[src/rtl/mem_bus_pkg.sv]
// Shared definitions for the lab memory-mapped bus: command encodings,
// default bus widths and the copy-engine state type.
package mem_bus_pkg;

  localparam int DEF_ADDR_W = 9;
  localparam int DEF_DATA_W = 16;

  localparam logic [1:0] MNONE  = 2'b00;
  localparam logic [1:0] MREAD  = 2'b01;
  localparam logic [1:0] MWRITE = 2'b10;

  typedef enum logic [2:0] {
    S_IDLE,
    S_RD1,
    S_RD2,
    S_WR,
    S_DONE
  } dma_state_t;

endpackage

[src/rtl/mem_copy_dma.sv]
// Second bus master that copies len words from src_addr to dst_addr,
// three bus cycles per word (read, read-capture, write).
module mem_copy_dma
  import mem_bus_pkg::*;
#(
  parameter int ADDR_W = DEF_ADDR_W,
  parameter int DATA_W = DEF_DATA_W
) (
  input  logic              clk,
  input  logic              reset,
  input  logic              start,
  input  logic [ADDR_W-1:0] src_addr,
  input  logic [ADDR_W-1:0] dst_addr,
  input  logic [ADDR_W-1:0] len,
  output logic              busy,
  output logic              done,
  output logic [1:0]        mem_cmd,
  output logic [ADDR_W-1:0] mem_addr,
  output logic [DATA_W-1:0] write_data,
  input  logic [DATA_W-1:0] read_data
);

  dma_state_t        state_q;
  logic [ADDR_W-1:0] sa_q, da_q, cnt_q;
  logic [DATA_W-1:0] wdat_q;
  logic [1:0]        cmd_q;
  logic [ADDR_W-1:0] addr_q;
  logic              busy_q, done_q;

  logic [ADDR_W-1:0] sa_d, da_d, cnt_d;

  // Modulo arithmetic: wrap past the top of the address space is silent.
  always_comb begin
    sa_d  = sa_q + ADDR_W'(1);
    da_d  = da_q + ADDR_W'(1);
    cnt_d = cnt_q - ADDR_W'(1);
  end

  // Bus outputs are registered alongside the next state so they line up
  // with the state they belong to.
  always_ff @(posedge clk) begin
    if (!reset) begin
      state_q <= S_IDLE;
      sa_q    <= '0;
      da_q    <= '0;
      cnt_q   <= '0;
      wdat_q  <= '0;
      cmd_q   <= MNONE;
      addr_q  <= '0;
      busy_q  <= 1'b0;
      done_q  <= 1'b0;
    end else begin
      case (state_q)
        S_IDLE: begin
          cmd_q  <= MNONE;
          addr_q <= '0;
          busy_q <= 1'b0;
          done_q <= 1'b0;
          if (start) begin
            sa_q   <= src_addr;
            da_q   <= dst_addr;
            cnt_q  <= len;
            busy_q <= 1'b1;
            if (len == '0) begin
              state_q <= S_DONE;
              done_q  <= 1'b1;
            end else begin
              state_q <= S_RD1;
              cmd_q   <= MREAD;
              addr_q  <= src_addr;
            end
          end
        end
        S_RD1: begin
          state_q <= S_RD2;
          cmd_q   <= MREAD;
          addr_q  <= sa_q;
        end
        S_RD2: begin
          wdat_q  <= read_data;
          sa_q    <= sa_d;
          cnt_q   <= cnt_d;
          state_q <= S_WR;
          cmd_q   <= MWRITE;
          addr_q  <= da_q;
        end
        S_WR: begin
          da_q <= da_d;
          if (cnt_q == '0) begin
            state_q <= S_DONE;
            cmd_q   <= MNONE;
            addr_q  <= '0;
            done_q  <= 1'b1;
          end else begin
            state_q <= S_RD1;
            cmd_q   <= MREAD;
            addr_q  <= sa_q;
          end
        end
        S_DONE: begin
          state_q <= S_IDLE;
          cmd_q   <= MNONE;
          addr_q  <= '0;
          busy_q  <= 1'b0;
          done_q  <= 1'b0;
        end
        default: begin
          state_q <= S_IDLE;
          cmd_q   <= MNONE;
          addr_q  <= '0;
          busy_q  <= 1'b0;
          done_q  <= 1'b0;
        end
      endcase
    end
  end

  assign busy       = busy_q;
  assign done       = done_q;
  assign mem_cmd    = cmd_q;
  assign mem_addr   = addr_q;
  assign write_data = wdat_q;

endmodule

[config.mk]
export PLATFORM = sky130hd
export DESIGN_NAME = mem_copy_dma
export DESIGN_NICKNAME = d
export VERILOG_FILES = /design/src/rtl/mem_bus_pkg.sv /design/src/rtl/mem_copy_dma.sv
export SDC_FILE = /design/constraint.sdc
export NUM_CORES = 1
export LEC_CHECK = 0
export CAP_MARGIN = 10
export CORE_MARGIN = 5
export CORE_UTILIZATION = 35
export CTS_BUF_LIST = sky130_fd_sc_hd__clkbuf_16
export CTS_CLUSTER_DIAMETER = 150
export DETAILED_ROUTE_END_ITERATION = 10
export GPL_TIMING_DRIVEN = 1
export SETUP_SLACK_MARGIN = 0.15
export SYNTH_ARGS = -nofsm -noshare
export SYNTH_HDL_FRONTEND = slang
export SYNTH_SLANG_ARGS = --single-unit
[constraint.sdc]
create_clock -name clk -period 2.2 [get_ports clk]
set_input_delay 0.44 -clock clk [delete_from_list [all_inputs] [get_ports clk]]
set_output_delay 0.44 -clock clk [all_outputs]
set_load 0.03 [all_outputs]
=== Yosys cells after proc, flatten, opt, wreduce, memory -nomap -nowiden ===
Index checks and enable logic that the tools add are counted.

* Output and inout bits: 29
* Input port bits: 46
* Word-level logic and storage cells: 52
* Register bits after elaboration: 59

* Bitwise operators: 1
* Reduce and logical (&&, ||, !) cells: 10
* Add/sub/neg operators: 3
* Multiplexer cells: 24
* Equality and inequality tests: 5

{| class="wikitable"
|+ Operator list
! kind !! count
|-
| 9-bit two-way mux || 6
|-
| 9-bit one-hot mux with 2 select lines || 3
|-
| 9-bit one-hot mux with 4 select lines || 1
|-
| 9-bit by 1-bit adder with 9-bit output, second input constant || 2
|-
| 9-bit logical NOT || 2
|-
| 3-bit one-hot mux with 4 select lines || 1
|-
| 3-bit two-way mux || 3
|-
| 9-bit by 1-bit subtractor with 9-bit output, second input constant || 1
|-
| 2-bit one-hot mux with 4 select lines || 1
|-
| 1-bit two-way mux || 7
|-
| 3-bit by 2-bit equality test with 1-bit output, second input constant || 2
|-
| 2-bit AND reduction || 3
|-
| 2-bit inequality test, second input constant || 2
|-
| 2-bit nonzero test || 2
|-
| 3-bit by 1-bit equality test with 1-bit output, second input constant || 1
|-
| 3-bit logical NOT || 1
|-
| 1-bit one-hot mux with 3 select lines || 1
|-
| 3-bit OR reduction || 1
|-
| 1-bit one-hot mux with 2 select lines || 1
|-
| 2-bit OR reduction || 1
|-
| 1-bit inverter || 1
|}

=== Logic depth before layout (Yosys ltp) ===
Gate-level depths: netlist (run 1).

* Depth in word-level cells: 4
* Mapped depth: 7
* Depth with buffers taken out: 6

=== Worst setup path before layout (run 1) ===
No wires, ideal clock.

* Path kind: reg2reg
* From: register cnt_q[0]
* To: register addr_q[0], in the netlist mem_addr[0]
* Arrival time: 1.707 ns
* Setup slack: 0.431 ns
* Setup time: 0.062 ns
* Period minus slack after synthesis: 1.769 ns
* Cell stages (with the launch flop): 7
* Path buffers: 0
* Required time: 2.138 ns
* Cells stage by stage: dfxtp_1 > inv_1 > ha_1 > nor4b_1 > nand3_1 > nor3b_1 > a221o_1

* Word-level cells in the longest chain between the ends: 3

{| class="wikitable"
|+ RTL lines
! item !! line !! RTL
|-
| from (decl) || mem_copy_dma.sv:24 || <nowiki>logic [ADDR_W-1:0] sa_q, da_q, cnt_q;</nowiki>
|-
| from (signal assigned) || mem_copy_dma.sv:62 || <nowiki>cnt_q <= len;</nowiki>
|-
| from (signal assigned) || mem_copy_dma.sv:82 || <nowiki>cnt_q <= cnt_d;</nowiki>
|-
| 9-bit logical NOT || mem_copy_dma.sv:89 || <nowiki>if (cnt_q == '0) begin</nowiki>
|-
| 9-bit two-way mux || mem_copy_dma.sv:89 ||
|-
| 9-bit one-hot mux with 4 select lines || mem_copy_dma.sv:53 || <nowiki>case (state_q)</nowiki>
|-
| to (signal assigned) || mem_copy_dma.sv:70 || <nowiki>addr_q <= src_addr;</nowiki>
|-
| to (signal assigned) || mem_copy_dma.sv:85 || <nowiki>addr_q <= da_q;</nowiki>
|-
| to (signal assigned) || mem_copy_dma.sv:97 || <nowiki>addr_q <= sa_q;</nowiki>
|-
| to (decl) || mem_copy_dma.sv:27 || <nowiki>logic [ADDR_W-1:0] addr_q;</nowiki>
|}

Every way passes these cells.
A chain may end at the register's enable or synchronous reset.

=== Worst setup path in the final report (run 1) ===
* From: input port start
* To: register addr_q[5], in the netlist mem_addr[5]

* Word-level cells in the longest chain between the ends: 2

{| class="wikitable"
|+ RTL lines
! item !! line !! RTL
|-
| from (decl) || mem_copy_dma.sv:11 || <nowiki>input logic start,</nowiki>
|-
| 9-bit two-way mux || mem_copy_dma.sv:59 || <nowiki>if (start) begin</nowiki>
|-
| 9-bit one-hot mux with 4 select lines || mem_copy_dma.sv:53 ||
|-
| to (signal assigned) || mem_copy_dma.sv:70 ||
|-
| to (signal assigned) || mem_copy_dma.sv:77 || <nowiki>addr_q <= sa_q;</nowiki>
|-
| to (signal assigned) || mem_copy_dma.sv:85 ||
|}

Every way passes these cells.

==> results.md, run 1 <==
- Num CTS Buffers: 9
- # rows: 31
- Max-cap violations: 0
- RSZ-0062 raised after global routing: no
- Final min period: 1.873 ns
- Vias per cell: 5.313
- Top-count cell post-synth: dfxtp_1
- HPWL after detailed placement: 5407 um
- CP Launch Type: primary input
- DRC viols: 0
- Post-route setup slack: 0.3266 ns
- Via count: 2646
- Seq/Total Area, Yosys: 0.4426
- Mean post-synth cell area: 8.527 sq um
- Final Wtd Congestion: 0.7961
- Synth Area in Adders: 0.01406
- Skew final: 0.005299 ns
- Synth Area in XOR/XNOR: 0.003282
- Crit share post-route: 0.8515
- Core Util, Final: 0.5337
- Die height: 97.32 um
- Power, Total: 3459 uW
- Die area: 0.009471 sq mm
- Congestion Overflow GR: 0
- Ys flop type: dfxtp_1
- Clk root buf: clkbuf_16
- Share of cells above drive strength 1: 0.1003
- Routed WL: 7512 um
- Hold EP: write_data[15]
- Cell taking the most area after synthesis: dfxtp_1
- Setup-failing EPs final: 0
- Iteration-0 DRC Markers: 82
- Worst Path Buf+Inv: 1
- Post-synth EDFFs: 0
- CP Capture Type: register
- Wire per inst: 15.08 um
- Largest family of logic cells by synthesized area: simple AND/OR/NAND/NOR gates
- Dpl ws: -0.1174 ns
- FF-to-FF setup slack: 0.35 ns
- Post-synth net total: 362
- Clk buf depth: 2
- Largest cells by area after synthesis: dfxtp_1 44%, nand2_1 6.9%, a21oi_1 6.4%
- Relative slew slack: 0.5459
- Ys async rst share: 0
- Core area: 0.007331 sq mm
- Critical path's top delay family: simple AND/OR/NAND/NOR gates
- Crit path DAT: 2.13 ns
- Syn. warnings: 0
- Post-CTS repair timing setup buffer count: 0
- Commonest cells in the netlist: 59 x dfxtp_1, 49 x nand2_1, 34 x a21oi_1, 21 x nor2_1, 12 x and3_1
- Measured slew at the worst slew-check pin: 0.6782 ns
- GRT Total Usage: 0.1621
- PwrDens: 884.1 mW/mm^2
- Synth Area in Simple Gates: 0.2564
- Worst Hold Launch: write_data[15]
- Slowest stage delay, CP: 0.51 ns
- First-pass GRT wire length: 12660 um
- Final setup TNS: 0 ns
- Clk slew on worst S/H paths: 0.05 ns
- Antenna-violating nets left: 0
- Compound-gate portion of the synthesized area: 0.2260
- # fillers: 703
- Slew Limit Fails: 0
- Final Cell Area: 0.003913 sq mm
- CP Class: primary input to register
- Reg2reg path depth: 6
- Final nets: 443
- FF-to-FF End: mem_addr[5]
- Data required, critical path: 2.46 ns
- Clock sink total: 59
- Slowest CP cell: clkdlybuf4s50_1
- Clk_lat worst skew: 0.32 ns
- Worst r2r src: cnt_q[0]
- Max VDD drop: 0.0006286 V
- Drt first pass iters: 4
- IO buf count: 74
- Hold-fix buffers at CTS: 0
- Worst-path maximum fanout: 9
- Outcome: completed
- Post-synth cell types: 50
- Pleak: 0.001454 uW
- Antenna cell count: 0
- Initial antenna violation count: 0
- Vias in the first global route: 2585
- Hold crit path type: register to register
- Mapped Cells: 313
- TritonCTS clock tree: yes
- Initial Utilization: 0.3641
- FF+latch count, synth: 59
- Synth top area share: 0.4426
- Post-Syn Area: 0.002669 sq mm
- Chip width: 97.32 um
- Fmax: 0.5338 GHz
- Mux cell area share after synthesis: 0.01219
- Crit-path cells: clkdlybuf4s50_1 > or4b_4 > nor3b_4 > a221o_1
- Synthesis-to-layout area growth: 46.60%
- # IOs: 75
- Hold path cells: 2
- Final Hold Fails: 0
- H-tree depth: 3
- Pin count of the biggest net entering global routing: 34
- Placed cell area: 0.003598 sq mm
==> cells in the final DEF (no fill, tap or decap), drive strengths merged, types with 6 or more instances in the layout <==
cell type,netlist,layout
a221o,9,9
o21ai,8,8
nand2,49,49
clkdlybuf4s50,0,74
clkbuf,10,9
nand3,10,10
dfxtp,59,59
a21oi,34,34
nor3,10,10
nor2,21,21
buf,10,16
and3,12,12
a22oi,6,6
inv,6,7
==> routing by layer <==
layer,track usage,share of wire,up-vias,wire [um]
met5,0,0,-,0
li1,-,-,1318,-
met4,0.03834,0.0093,0,70
met2,0.2707,0.48,66,3633
met1,0.2017,0.45,1257,3405
met3,0.05528,0.054,5,404
==> registers in the layout, summed over array words and instances, names as in the netlist <==
signal	count
sa_q	9
busy	1
mem_addr	9
state_q	3
mem_cmd	2
cnt_q	9
da_q	9
done	1
write_data	16
==> report_power, final <==
group / internal [uW] / switching [uW]
combinational: 361 / 396
sequential: 1180 / 91.4
clock: 975 / 457
==> worst max path at each step <==
stage / startpoint / cells past startpoint / end
detailed placement: reset / 4 / mem_addr[5]
finish: start / 4 / mem_addr[5]
global placement: reset / 4 / mem_addr[8]
global route: cnt_q[0] / 6 / mem_addr[2]
CTS: start / 4 / mem_addr[5]
floorplan: cnt_q[0] / 6 / mem_addr[0]
==> worst register-to-register path, delay by kind of cell, from the launching register on <==
kind,cells,cell delay (ns)
flip-flops,1,0.37
buffers and inverters,1,0.07
AO/OA/AOI/OAI,1,0.26
AND/OR/NAND/NOR,3,0.87
adder cells (fa/ha/maj),1,0.22
==> logic make-up (layout without fill, tap and decap cells) <==
group / after synthesis / after routing
buf+inv: 26 / 112
mux: 3 / 3
fa+ha+maj: 3 / 3
compound gates: 90 / 90
xor+xnor: 1 / 1
flops: 59 / 59
simple gates: 131 / 131
==> area by class of cell <==
| class | count | area (sq um) | share of cell area |
|---|---|---|---|
| sequential | 59 | 1181 | 0.3019 |
| tap | 99 | 123.9 | 0.03166 |
| inverter | 6 | 22.52 | 0.005756 |
| timing repair buffer | 90 | 898.4 | 0.2296 |
| multi-input combinational | 228 | 1378 | 0.3521 |
| clock inverter | 7 | 83.83 | 0.02143 |
| clock buffer | 9 | 225.2 | 0.05756 |
==> metrics by stage <==
stage / hold slack, ns / std cells
after floorplan: 0.4650 / 313
after detailed placement: 0.4465 / 482
after global placement: 0.4419 / 482
after CTS: 0.4543 / 498
after global routing: 0.4738 / 498
final: 0.4523 / 498
==> what timing repair did <==
item | CTS | global route
setup endpoints to repair | 9 | 0
resized for setup | 1 | 0
hold endpoints to repair | 0 | 0
Power figures use the tool's default switching activity.
==> run 2, diff against run 1 <==
--- a/config.mk
+++ b/config.mk
@@ -5,13 +5,14 @@
 export SDC_FILE = /design/constraint.sdc
 export NUM_CORES = 1
 export LEC_CHECK = 0
-export CAP_MARGIN = 10
+export CAP_MARGIN = 5
 export CORE_MARGIN = 5
 export CORE_UTILIZATION = 35
 export CTS_BUF_LIST = sky130_fd_sc_hd__clkbuf_16
 export CTS_CLUSTER_DIAMETER = 150
 export DETAILED_ROUTE_END_ITERATION = 10
 export GPL_TIMING_DRIVEN = 1
+export HOLD_SLACK_MARGIN = 0.06
 export SETUP_SLACK_MARGIN = 0.15
 export SYNTH_ARGS = -nofsm -noshare
 export SYNTH_HDL_FRONTEND = slang
==> results of run 2 <==
The final DEF is identical to that of run 1; final timing and power are the same.
==> run 3, diff against run 2 <==
--- a/config.mk
+++ b/config.mk
@@ -13,7 +13,7 @@
 export DETAILED_ROUTE_END_ITERATION = 10
 export GPL_TIMING_DRIVEN = 1
 export HOLD_SLACK_MARGIN = 0.06
-export SETUP_SLACK_MARGIN = 0.15
+export SETUP_SLACK_MARGIN = 0.02
 export SYNTH_ARGS = -nofsm -noshare
 export SYNTH_HDL_FRONTEND = slang
 export SYNTH_SLANG_ARGS = --single-unit
==> results of run 3 <==
The final DEF is identical to that of run 1; final timing and power are the same.
